`config.mk`:
```
export PLATFORM = sky130hd
export DESIGN_NAME = serial_initiator
export DESIGN_NICKNAME = d
export VERILOG_FILES = /design/src/rtl/serial_initiator.sv
export SDC_FILE = /design/constraint.sdc
export NUM_CORES = 1
export LEC_CHECK = 0
export ABC_CLOCK_PERIOD_IN_PS = 4010
export BUFFER_PORTS_ARGS = -buffer_cell sky130_fd_sc_hd__buf_2
export CORE_UTILIZATION = 24
export CTS_CLUSTER_SIZE = 20
export DETAILED_ROUTE_END_ITERATION = 6
export PLACE_DENSITY_LB_ADDON = 0.25
export SKIP_LAST_GASP = 1
export SLEW_MARGIN = 20
export SYNTH_ARGS = -nofsm -noshare
export SYNTH_HDL_FRONTEND = slang
export SYNTH_SLANG_ARGS = --single-unit
```
`constraint.sdc`:
```
create_clock -name clk -period 4.01 [get_ports clk]
set_clock_uncertainty 0.15 [all_clocks]
set_input_delay 0.2005 -clock clk [delete_from_list [all_inputs] [get_ports clk]]
set_output_delay 0.2005 -clock clk [all_outputs]
set_load 0.02 [all_outputs]
```
`src/rtl/serial_initiator.sv`:
```
// Host-side initiator for the 4-word UART debug protocol: sends cmd/addr/data words,
// checks each echo from the target, captures the reply and hands back a response.
module serial_initiator #(
    parameter int TIMEOUT_CYCLES = 1000000
) (
    input  logic        clk,
    input  logic        reset_n,
    input  logic        req_valid,
    output logic        req_ready,
    input  logic [3:0]  req_cmd,
    input  logic [31:0] req_addr,
    input  logic [31:0] req_data,
    output logic        rsp_valid,
    input  logic        rsp_ready,
    output logic [31:0] rsp_data,
    output logic [1:0]  rsp_status,
    output logic        tx_start,
    output logic [31:0] tx_word,
    input  logic        tx_idle,
    input  logic        rx_ready,
    input  logic [31:0] rx_word
);

    localparam int CNT_W = $clog2(TIMEOUT_CYCLES + 1);

    typedef enum logic [3:0] {
        S_IDLE,
        S_SEND_CMD,
        S_WAIT_CMD_ECHO,
        S_SEND_ADDR,
        S_WAIT_ADDR_ECHO,
        S_SEND_DATA,
        S_WAIT_DATA_ECHO,
        S_WAIT_REPLY,
        S_RESP
    } state_t;

    localparam logic [1:0] ST_OK       = 2'b00;
    localparam logic [1:0] ST_MISMATCH = 2'b01;
    localparam logic [1:0] ST_TIMEOUT  = 2'b10;

    state_t             r_state;
    state_t             w_next;
    logic [3:0]         r_cmd;
    logic [31:0]        r_addr;
    logic [31:0]        r_data;
    logic [31:0]        r_rsp_data;
    logic [1:0]         r_rsp_status;
    logic [CNT_W-1:0]   r_cnt;
    logic [31:0]        w_cur_word;
    logic               w_wait;
    logic               w_echo_wait;
    logic               w_expired;
    logic               w_echo_ok;

    // The word in flight: driven on tx_word while sending and reused as the echo reference.
    always_comb begin
        w_cur_word = 32'd0;
        case (r_state)
            S_SEND_CMD,  S_WAIT_CMD_ECHO:  w_cur_word = {28'd0, r_cmd};
            S_SEND_ADDR, S_WAIT_ADDR_ECHO: w_cur_word = r_addr;
            S_SEND_DATA, S_WAIT_DATA_ECHO: w_cur_word = r_data;
            default:                       w_cur_word = 32'd0;
        endcase
    end

    assign w_echo_wait = (r_state == S_WAIT_CMD_ECHO) || (r_state == S_WAIT_ADDR_ECHO) ||
                         (r_state == S_WAIT_DATA_ECHO);
    assign w_wait      = w_echo_wait || (r_state == S_WAIT_REPLY);
    assign w_expired   = (r_cnt == CNT_W'(TIMEOUT_CYCLES - 1));
    assign w_echo_ok   = (rx_word == w_cur_word);

    // NOTE: sequential state uses non-blocking assignments so every register samples pre-edge values.
    always_ff @(posedge clk or negedge reset_n) begin
        if (!reset_n) r_state <= S_IDLE;
        else          r_state <= w_next;
    end

    // NOTE: the default assignment up front keeps this block free of inferred latches.
    always_comb begin
        w_next = r_state;
        case (r_state)
            S_IDLE:           if (req_valid) w_next = S_SEND_CMD;
            S_SEND_CMD:       if (tx_idle)   w_next = S_WAIT_CMD_ECHO;
            S_WAIT_CMD_ECHO:  if (rx_ready)  w_next = w_echo_ok ? S_SEND_ADDR : S_RESP;
                              else if (w_expired) w_next = S_RESP;
            S_SEND_ADDR:      if (tx_idle)   w_next = S_WAIT_ADDR_ECHO;
            S_WAIT_ADDR_ECHO: if (rx_ready)  w_next = w_echo_ok ? S_SEND_DATA : S_RESP;
                              else if (w_expired) w_next = S_RESP;
            S_SEND_DATA:      if (tx_idle)   w_next = S_WAIT_DATA_ECHO;
            S_WAIT_DATA_ECHO: if (rx_ready)  w_next = w_echo_ok ? S_WAIT_REPLY : S_RESP;
                              else if (w_expired) w_next = S_RESP;
            S_WAIT_REPLY:     if (rx_ready || w_expired) w_next = S_RESP;
            S_RESP:           if (rsp_ready) w_next = S_IDLE;
            default:          w_next = S_IDLE;
        endcase
    end

    // Outputs decode the state register directly, so reset clears tx_start without waiting for an edge.
    always_comb begin
        req_ready  = (r_state == S_IDLE);
        rsp_valid  = (r_state == S_RESP);
        tx_start   = tx_idle && ((r_state == S_SEND_CMD) || (r_state == S_SEND_ADDR) ||
                                 (r_state == S_SEND_DATA));
        tx_word    = w_cur_word;
        rsp_data   = r_rsp_data;
        rsp_status = r_rsp_status;
    end

    always_ff @(posedge clk or negedge reset_n) begin
        if (!reset_n) begin
            r_cmd        <= 4'd0;
            r_addr       <= 32'd0;
            r_data       <= 32'd0;
            r_cnt        <= '0;
            r_rsp_data   <= 32'd0;
            r_rsp_status <= ST_OK;
        end else begin
            if (r_state == S_IDLE && req_valid) begin
                r_cmd  <= req_cmd;
                r_addr <= req_addr;
                r_data <= req_data;
            end

            // Restart the wait budget on every state change; count only while waiting.
            if (w_next != r_state)  r_cnt <= '0;
            else if (w_wait)        r_cnt <= r_cnt + CNT_W'(1);

            if (w_echo_wait && rx_ready && !w_echo_ok) begin
                r_rsp_data   <= rx_word;
                r_rsp_status <= ST_MISMATCH;
            end else if (r_state == S_WAIT_REPLY && rx_ready) begin
                r_rsp_data   <= rx_word;
                r_rsp_status <= ST_OK;
            end else if (w_wait && !rx_ready && w_expired) begin
                r_rsp_data   <= 32'd0;
                r_rsp_status <= ST_TIMEOUT;
            end
        end
    end

endmodule

```
### Word-level counts from Yosys, hierarchy flattened

Cells that the tools add are included.

* add/subtract/negate cells: 1
* eq/ne operators: 11
* multiplexer cells: 23
* reduce and logical (&&, ||, !) cells: 21

Operators with widths (number)
* two-way mux 32 bit: 3
* one-hot mux 32 bit (3 select lines): 1
* two-way mux 4 bit: 13
* two-way mux 20 bit: 2
* one-hot mux 4 bit (9 select lines): 1
* == test 32 bit: 1
* adder 20 x 1 -> 20 bit (second input constant): 1
* == test 20 bit (second input constant): 1
* == test 4 x 3 -> 1 bit (second input constant): 4
* == test 4 x 2 -> 1 bit (second input constant): 2
* logical AND 1 bit: 7
* logical OR 1 bit: 6
* two-way mux 2 bit: 3
* OR reduction 2 bit: 3
* == test 4 x 1 -> 1 bit (second input constant): 1
* == test 4 bit (second input constant): 1
* logical NOT 4 bit: 1
* inequality test 4 bit: 1
* nonzero test 3 bit: 1
* logical NOT 1 bit: 2
* nonzero test 2 bit: 1

* flip-flop bits (word level): 126
* bits of input ports: 106
* output and inout bits: 69
* logic and storage cells: 63

### Longest topological paths before layout

* word-level depth: 9
* gate-level depth with buffers: 14
* mapped depth without buffers: 10

### Worst setup path after synthesis

No wires, ideal clock.

* path kind: register to register
* start: reg r_state[0]
* end: reg r_addr[24]
* setup time: 125 ps
* data arrival time: 2939 ps
* data required time: 3735 ps
* slack: 797 ps
* cell stages (with the launch flop): 10
* path buffers: 6
* period minus slack after synthesis: 3213 ps
* cells stage by stage: dfrtp_1 -> buf_4 -> buf_2 -> buf_1 -> clkbuf_1 -> nor4_1 -> nand2_1 -> buf_1 -> buf_1 -> mux2_2

* word-level cells in the longest chain between the ends: 2

Ends and longest elaborated chain
* from (decl): line 42 `state_t r_state;`
* from (signal assigned): line 76 `else r_state <= w_next;`
* logical NOT 4 bit
* via req_ready: line 9 `output logic req_ready,`
* logical AND 1 bit: line 119 `if (r_state == S_IDLE && req_valid) begin`
* to (signal assigned): line 121 `r_addr <= req_addr;`
* to (decl): line 45 `logic [31:0] r_addr;`

The timed path passes the listed nets, and every way through them passes these cells.
A chain may end at the register's enable or synchronous reset.

### Final worst setup path

* start: reg r_state[2]
* end: reg r_rsp_data[28] (netlist: rsp_data[28])

* word-level cells in the longest chain between the ends: 7
* elaborated cells between the ends (all ways): 24
* classes of those cells: 8 x eq/ne; 3 x mux; 13 x reduce/logical

Ends and longest elaborated chain
* == test 4 x 3 -> 1 bit (tied with other cells): line 59, 68
* OR reduction 2 bit / logical OR 1 bit (equally long branches): line 59, 67
* one-hot mux 32 bit (3 select lines) / logical OR 1 bit (equally long branches): line 59, 67
* == test 32 bit / logical OR 1 bit (equally long branches): line 71, 69
* logical NOT 1 bit / logical AND 1 bit (equally long branches): line 129, 135
* logical AND 1 bit (on tied branches): line 129, 135
* nonzero test 3 bit (no source line) / two-way mux 32 bit (equally long branches)
* to (signal assigned): line 130 `r_rsp_data <= rx_word;`
* to (signal assigned): line 133 `r_rsp_data <= rx_word;`
* to (decl): line 47 `logic [31:0] r_rsp_data;`

Several ways; a longest one is shown, not always the timed one.

==> flow_summary.ini <==
[status]
status = completed

[floorplan]
ios = 175
core_um2 = 30000
std_cell_rows = 63
die_h_um = 177
start_util_pct = 24.6
die-area_um2 = 31500
die_w_um = 177

[logic_synthesis]
synth_flop_cell = dfrtp_1
postSynthAreaPerCell_um2 = 9.88
ys_seq_area_share_pct = 42.7
yosys.cell_types.count = 67
async_flop_share_pct = 100
synth.ff_latch_count = 126
syn-num-nets = 854
synth-edff-count = 0
yosys_warnings = 0
netlist_instances = 747
synth_area_um2 = 7380

[power_and_ir_drop]
power_density_nw_per_um2 = 736
finalPower_mw = 7.64
ir_worst_vdd_mv = 0.302
p_leak_nw = 4.59

[worst_setup_path]
worst_setup_path_start_kind = flop
required_ns = 4.16
arrival_ns = 3.81
crit_type = flop to flop
worst_setup_path_end_kind = flop
path_cells = nor2b_1 -> buf_4 -> a22oi_1 -> nor3_1 -> or4_1 -> nor4_1 -> and4_1 -> nand3_2 -> a21o_1 -> buf_12 -> a32o_1
max_stage_delay_ns = 0.52
crit_path_max_fanout = 21
reg2regPathDepth = 11
critPathSlowestCell = or4_1
r2r_start = r_state[2]
r2r_end = rsp_data[28]
r2r_setup_slack_ns = 0.36

[final_layout]
area_growth_pct = 40.6
final_common_cell = buf_2
mostFrequentLayoutCells = buf_2 (173), dfrtp_1 (125), dlygate4sd3_1 (100), nor2_1 (91), mux2_2 (73)
fillers = 3101
nNetsFinal = 1118
seq_area_um2 = 3150
multi_input_comb_area_um2 = 3890
drive_above_1_share_pct = 31.3
antenna_cells = 0

[routing]
drc = 0
ant_nets = 0
drtIter0Drc = 628
wirelength_um = 27400
via_per_inst = 5.02
firstDrtPassIters = 6
wl_per_cell_um = 19.4
via_count = 7099

[timing]
fmax_mhz = 274
tightest_slew_ns = 0.915
slew_headroom_pct = 39.0
rsz0062_at_grt = false
fin_tns_setup_ns = 0
timing.final.max_slew_violations = 0
hold_slack_ns = 0.0266
period_needed_ns = 3.65
finalCritPeriodShare_pct = 91.1
finalHoldViolCount = 0
setup_viol = 0

[min_path]
holdPathEnd = rsp_data[24]
hold_path_depth = 2
hp-start = rx_word[24]
min_path_type = input port to flop

[global_route]
track_usage_pct = 17.6
grt_pass1_vias = 6811
grt_start_max_net_pins = 74
antenna_found_initial = 0
grt_pass1_wl_um = 41300
grt-ovfl-total = 0

[placement]
io_buffers = 174
gp_congestion = 0.879
hpwl_um = 19800

[clock_network]
cts_tree = built
cts_sinks = 126
cts_buffer_depth = 2
path_clk_slew_ns = 0.06
cts-htree-levels = 4
insertion_delay_ns = 0.42
clockRootBuffer = clkbuf_16
cts_resized = 0
cts_made_buffers = 17

[flow_run]
drv_cap = 0
how the worst max path moves through the flow:
| stage | depth (start not counted) | startpoint | end | slack [ns] |
|---|---|---|---|---|
| global placement | 11 | r_state[2] | rsp_data[31] | 0.38 |
| floorplan | 9 | r_state[0] | r_addr[24] | 0.80 |
| detailed placement | 10 | r_state[2] | rsp_data[13] | 0.39 |
| finish | 11 | r_state[2] | rsp_data[28] | 0.36 |
| CTS | 10 | r_state[2] | rsp_data[13] | 0.35 |
| global route | 11 | r_state[2] | rsp_data[28] | 0.04 |
cells in the mapped netlist, types with 6 or more instances:
master	count	area share, %
a22o_1	8	0.95
and3_1	6	0.51
mux2i_1	30	4.1
inv_1	14	0.71
a22oi_1	14	1.4
nor2_1	91	4.6
nand3_1	28	1.9
o22ai_1	17	1.4
o221ai_1	10	1.2
nand2_1	37	1.9
xor2_1	18	2.1
buf_1	13	0.66
xnor2_1	8	0.95
o21ai_0	19	1.3
a32o_1	32	4.3
or3_1	7	0.59
nand2b_1	9	0.76
buf_2	20	1.4
nor3_1	11	0.75
a21oi_1	30	2.0
nand3b_1	7	0.71
nand4b_1	7	0.83
mux2_2	73	11
nand4_1	13	1.1
dfrtp_1	126	43
clkbuf_1	21	1.1
sequential cells by signal, indices dropped and copies added, names as in the netlist:
register / count
r_state: 4
r_addr: 32
rsp_status: 2
rsp_data: 32
r_cmd: 4
r_cnt: 20
r_data: 32
routing by layer:
layer | vias to the layer above | GRT usage (%) | share of wire (%)
met5 | - | 0 | 0
met4 | 0 | 7.02 | 2.9
met3 | 42 | 3.02 | 4.8
met2 | 238 | 26.0 | 45
met1 | 3503 | 25.2 | 48
li1 | 3316 | - | -
final cells by class:
cell class | count | area share (%)
clock buffers | 18 | 4.14
clock inverters | 14 | 1.62
inverters | 14 | 0.506
multi-input cells | 546 | 37.5
flip-flops and latches | 126 | 30.4
well taps | 390 | 4.70
repair buffers | 306 | 21.1
power breakdown:
part | switching, mW | internal (mW) | total, mW
sequential | 0.427 | 1.80 | 2.23
clock | 0.639 | 0.979 | 1.62
combinational | 2.22 | 1.57 | 3.79
cells by family (layout without fill, tap and decap cells):
| group | after synthesis | count (layout) | share of synthesized area [%] |
|---|---|---|---|
| DFF | 126 | 126 | 42.7 |
| and+or+nand+nor | 245 | 245 | 16.7 |
| xor gates and xnor gates | 26 | 26 | 3.08 |
| buffers and inverters | 75 | 352 | 4.63 |
| adders and majority gates | 1 | 1 | 0.169 |
| muxes | 103 | 103 | 15.2 |
| AOI/OAI and AO/OA | 171 | 171 | 17.5 |
critical path: cells and delay by family, from the launching register on:
family,cells,cell delay [ns]
and+or+nand+nor,6,1.47
AOI/OAI and AO/OA,3,0.98
DFF,1,0.48
buffers and inverters,2,0.42
per-stage QoR:
stage               cells  setup slack, ns  utilization [%]  cell area (um2)
floorplan             747            0.797                -             7380
global placement     1282            0.378             29.3             8770
detailed placement   1282            0.386             29.3             8770
CTS                  1414            0.352             34.6            10400
global route         1414           0.0407             34.6            10400
finish               1414            0.356             34.6            10400
what timing repair did:
action,4_1_cts,5_1_grt
buffers inserted,0,0
hold buffers,100,0
setup endpoints to repair,0,0
hold endpoints to repair,170,0
(Power assumes the default switching activity.)
